==> src/rtl/uart_rx.sv <==
// uart_rx: 8N1 serial receiver, mid-bit sampling, one-cycle
// rxfinish/rxerror strobes and a held rxdata byte.
module uart_rx #(
   parameter int CLKS_PER_BIT = 434
) (
   input  logic       clk,
   input  logic       rst,
   input  logic       rx,
   output logic [7:0] rxdata,
   output logic       rxfinish,
   output logic       rxerror,
   output logic       busy
);

   localparam int CW = (CLKS_PER_BIT > 1) ? $clog2(CLKS_PER_BIT) : 1;
   localparam int HALF = CLKS_PER_BIT / 2;
   localparam logic [CW-1:0] C_HALF = CW'(HALF - 1);
   localparam logic [CW-1:0] C_FULL = CW'(CLKS_PER_BIT - 1);
   localparam logic [CW-1:0] C_ONE = CW'(1);

   typedef enum logic [2:0] {
      S_IDLE,
      S_START,
      S_DATA,
      S_STOP,
      S_WAIT
   } state_t;

   state_t r_state;
   logic          r_sync1;
   logic          r_rx_s;
   logic [CW-1:0] r_cnt;
   logic [2:0]    r_bit;
   logic [7:0]    r_shift;
   logic [7:0]    r_rxdata;
   logic          r_rxfinish;
   logic          r_rxerror;
   logic          r_busy;

   logic w_half;
   logic w_full;

   assign w_half = (r_cnt == C_HALF);
   assign w_full = (r_cnt == C_FULL);

   always_ff @(posedge clk or posedge rst) begin
      if (rst) begin
         r_sync1 <= 1'b1;
         r_rx_s  <= 1'b1;
      end else begin
         r_sync1 <= rx;
         r_rx_s  <= r_sync1;
      end
   end

   always_ff @(posedge clk or posedge rst) begin
      if (rst) begin
         r_state    <= S_IDLE;
         r_cnt      <= '0;
         r_bit      <= '0;
         r_shift    <= '0;
         r_rxdata   <= '0;
         r_rxfinish <= 1'b0;
         r_rxerror  <= 1'b0;
         r_busy     <= 1'b0;
      end else begin
         r_rxfinish <= 1'b0;
         r_rxerror  <= 1'b0;
         case (r_state)
            S_IDLE: begin
               r_cnt <= '0;
               r_bit <= '0;
               if (!r_rx_s) begin
                  r_state <= S_START;
                  r_busy  <= 1'b1;
               end
            end
            S_START: begin
               if (w_half) begin
                  r_cnt <= '0;
                  if (!r_rx_s) begin
                     r_state <= S_DATA;
                  end else begin
                     r_state <= S_IDLE;
                     r_busy  <= 1'b0;
                  end
               end else begin
                  r_cnt <= r_cnt + C_ONE;
               end
            end
            S_DATA: begin
               if (w_full) begin
                  r_cnt   <= '0;
                  r_shift <= {r_rx_s, r_shift[7:1]};
                  r_bit   <= r_bit + 3'd1;
                  if (r_bit == 3'd7) begin
                     r_state <= S_STOP;
                  end
               end else begin
                  r_cnt <= r_cnt + C_ONE;
               end
            end
            S_STOP: begin
               if (w_full) begin
                  r_cnt <= '0;
                  if (r_rx_s) begin
                     r_rxdata   <= r_shift;
                     r_rxfinish <= 1'b1;
                     r_state    <= S_IDLE;
                     r_busy     <= 1'b0;
                  end else begin
                     r_rxerror <= 1'b1;
                     r_state   <= S_WAIT;
                  end
               end else begin
                  r_cnt <= r_cnt + C_ONE;
               end
            end
            // a line held low (break) parks here until it recovers
            S_WAIT: begin
               r_cnt <= '0;
               if (r_rx_s) begin
                  r_state <= S_IDLE;
                  r_busy  <= 1'b0;
               end
            end
            default: begin
               r_state <= S_IDLE;
               r_cnt   <= '0;
               r_busy  <= 1'b0;
            end
         endcase
      end
   end

   assign rxdata   = r_rxdata;
   assign rxfinish = r_rxfinish;
   assign rxerror  = r_rxerror;
   assign busy     = r_busy;

endmodule

==> config.mk <==
export PLATFORM = sky130hd
export DESIGN_NAME = uart_rx
export DESIGN_NICKNAME = d
export VERILOG_FILES = /design/src/rtl/uart_rx.sv
export SDC_FILE = /design/constraint.sdc
export NUM_CORES = 1
export LEC_CHECK = 0
export ABC_AREA = 1
export BUFFER_PORTS_ARGS = -buffer_cell sky130_fd_sc_hd__buf_2
export CAP_MARGIN = 20
export CORE_MARGIN = 10
export CORE_UTILIZATION = 43
export DETAILED_ROUTE_END_ITERATION = 7
export SYNTH_ARGS = -nofsm -noshare
export SYNTH_HDL_FRONTEND = slang
export SYNTH_SLANG_ARGS = --single-unit
export TNS_END_PERCENT = 5
==> constraint.sdc <==
create_clock -name clk -period 1.5 [get_ports clk]
set_input_delay 0.3 -clock clk [delete_from_list [all_inputs] [get_ports clk]]
set_output_delay 0.3 -clock clk [all_outputs]
set_load 0.03 [all_outputs]
==> metrics.yaml <==
power_and_ir_drop:
  p_per_area_mw_per_mm2: 784
  total_leakage_power_nw: 1.11
  p_total_w: 0.00170
  ir_drop_mv: 0.473
placement:
  io_buffers: 13
  placed_area_mm2: 0.00193
  globalplace.congestion: 0.769
  placed_cells: 267
  dp_hpwl_mm: 2.29
drt:
  wire_per_inst_um: 11.8
  drt-total-wl_mm: 3.29
  vias: 1302
  dr.pass1.iters: 4
  via_per_inst: 4.67
  drc: 0
  drtIter0Drc: 39
  ant_nets: 0
floorplan:
  rows: 23
  start_util: 0.440
  die_w_um: 83.5
  die_area_mm2: 0.00697
  die_y_um: 83.5
  io_pins: 14
  core-area_mm2: 0.00394
cells_and_area:
  drive_gt1_frac: 0.332
  nets: 236
  n_fill_cell: 352
  syn_to_final_growth_pct: 25.0
  final_cells: 279
  multi_input_area_um2: 779
  insertedDiodeCount: 0
  utilization: 0.549
  stdcell_area_mm2: 0.00217
  regArea_um2: 906
sta:
  timing.hold.ws_ns: 0.0455
  min_period_over_period: 0.963
  maxSlewHeadroom: 0.741
  rsz0062_at_grt: "true"
  hold_viol: 0
  worst_pin_slew_ns: 0.386
  clock_skew_ns: 0.0109
  setup-violations-final: 0
  max_freq_mhz: 692
  maxSlewViolCount: 0
  period_minus_slack_ns: 1.44
clock_network:
  clkLatencyLatePin_ns: 0.29
  cts_hold_buf: 0
  cts-root-buf: "clkbuf_8"
  cts_buffer_depth: 2
  cts.sinks: 36
  cts_buffers: 5
  h-tree-depth: 2
  tritoncts: "done"
  clk_pin_slew_worst_paths_ns: 0.08
run:
  maxCapViolations: 0
critical_path:
  crit_type: "flip-flop to flip-flop"
  end_kind: "flip-flop"
  r2r_start: "r_state[2]"
  rrSetupSlack_ns: 0.06
  crit_fanout: 8
  critPathLaunch: "r_state[2]"
  crit_path_start_kind: "flip-flop"
  worst_ep_required_time_ns: 1.68
  crit_arrival_ns: 1.63
  reg2reg_depth: 6
  crit_path_end: "rxdata[6]"
  worstReg2RegEnd: "rxdata[6]"
synth:
  ys_ff_latch: 36
  synthArstFlopShare: 1.00
  synth_edf_count: 0
  synthSimpleGateAreaFrac: 0.247
  syn_nets: 204
  yosysWarningCount: 0
  ys_seq_area_frac: 0.521
  synthMuxAreaShare: 0.00578
  synth_compound_area_frac: 0.0838
  synthXorXnorAreaFrac: 0.0202
  syn_inst: 196
  yosys.area_share.adder: 0.0361
  avgSynthCellArea_um2: 8.84
  synth_ff_type: "dfrtp_1"
  ys_types: 29
  syn_area_mm2: 0.00173
  synth_top_family_by_area: "simple AND/OR/NAND/NOR gates"
grt:
  grtUsageTotal: 0.0957
  antenna_found_initial: 0
  grt_pass1_vias: 1316
  overflow: 0
  grt_pass1_wl_mm: 5.62
  grt_max_degree: 37
min_path:
  min_path_type: "input pin to asynchronous set/reset pin"
run_status:
  status: "complete, no violations"
==> power by group <==
part / leakage (nW) / internal (W) / switching (W)
Sequential: 0.473 / 0.000975 / 0.00000520
Combinational: 0.596 / 0.00000952 / 0.0000241
Clock: 0.0445 / 0.000329 / 0.000355
==> what timing repair did <==
item / in CTS / in global routing
gates resized for setup: 0 / 38
endpoints found under the setup margin: 0 / 32
buffers inserted: 0 / 3
endpoints found under the hold margin: 0 / 0
==> metrics by stage <==
stage                     TNS (ns)  setup WS (ns)
after global routing        -0.137        -0.0225
after floorplan                  0          0.112
after detailed placement         0         0.0514
final                            0         0.0550
after CTS                        0         0.0334
after global placement           0         0.0728
==> how the worst min path moves through the flow <==
stage / start / to / slack (ns) / depth (start not counted)
finish: rst / r_shift[6] / 0.05 / 3
global route: rst / rxdata[3] / 0.06 / 3
CTS: rst / rxdata[4] / 0.05 / 3
detailed placement: r_sync1 / r_rx_s / 0.35 / 0
global placement: r_sync1 / r_rx_s / 0.35 / 0
floorplan: rx / r_sync1 / 0.30 / 0
==> metal layers <==
layer | share of wire | GRT usage | vias up
met2 | 0.48 | 0.157 | 19
met1 | 0.46 | 0.112 | 603
li1 | - | - | 675
met4 | 0.015 | 0.0365 | 0
met5 | 0 | 0 | -
met3 | 0.038 | 0.0332 | 5
==> kinds of logic after synthesis <==
| family | count (synthesis) |
|---|---|
| buffers and inverters | 36 |
| flip-flops | 36 |
| multiplexers | 1 |
| adder cells (fa/ha/maj) | 5 |
| AND/OR/NAND/NOR | 91 |
| XOR/XNOR | 4 |
| AO/OA/AOI/OAI | 23 |
==> layout make-up <==
type / count / share of cell area
timing repair buffer: 27 / 0.0895
multi-input combinational: 125 / 0.360
clock inverter: 3 / 0.00982
tap: 50 / 0.0289
inverter: 33 / 0.0618
sequential: 36 / 0.418
clock buffer: 5 / 0.0318
==> Yosys cell counts (2+ instances only) <==
| library cell | count | area share |
|---|---|---|
| xor2_1 | 3 | 0.015 |
| inv_1 | 28 | 0.061 |
| nand4_1 | 3 | 0.011 |
| ha_1 | 5 | 0.036 |
| nor2_1 | 19 | 0.041 |
| nand3_1 | 8 | 0.023 |
| dfrtp_1 | 34 | 0.49 |
| o21ai_0 | 11 | 0.032 |
| dfstp_2 | 2 | 0.030 |
| nand2_1 | 50 | 0.11 |
| inv_2 | 4 | 0.0087 |
| nor2_4 | 3 | 0.019 |
| o21ai_2 | 7 | 0.035 |
| nor3_1 | 2 | 0.0058 |
| a21oi_1 | 3 | 0.0087 |
==> critical path: stages, from the launching register on <==
cell and delay, ns:
dfrtp_2 0.46, or2_4 0.29, nor2_4 0.13, buf_4 0.16, nand3_4 0.13, nand2_1 0.11, o21ai_2 0.05
==> flip-flops by register name (all words and copies together) (netlist names), 3 cells and up <==
| signal | cells |
|---|---|
| r_bit | 3 |
| r_shift | 8 |
| rxdata | 8 |
| r_cnt | 9 |
| r_state | 3 |
==> layout by cell type, fill, tap and decap left out, types with 4 or more instances in the layout <==
master    instances
buf_2            13
buf_4            10
clkbuf_8          5
dfrtp_1          32
inv_1            24
inv_2             6
nand2_1          44
nand2_4           5
nand3_1           7
nor2_1           18
o21ai_0           6
o21ai_1           4
o21ai_2           7
Note: power is estimated with default switching activity, not from simulation.
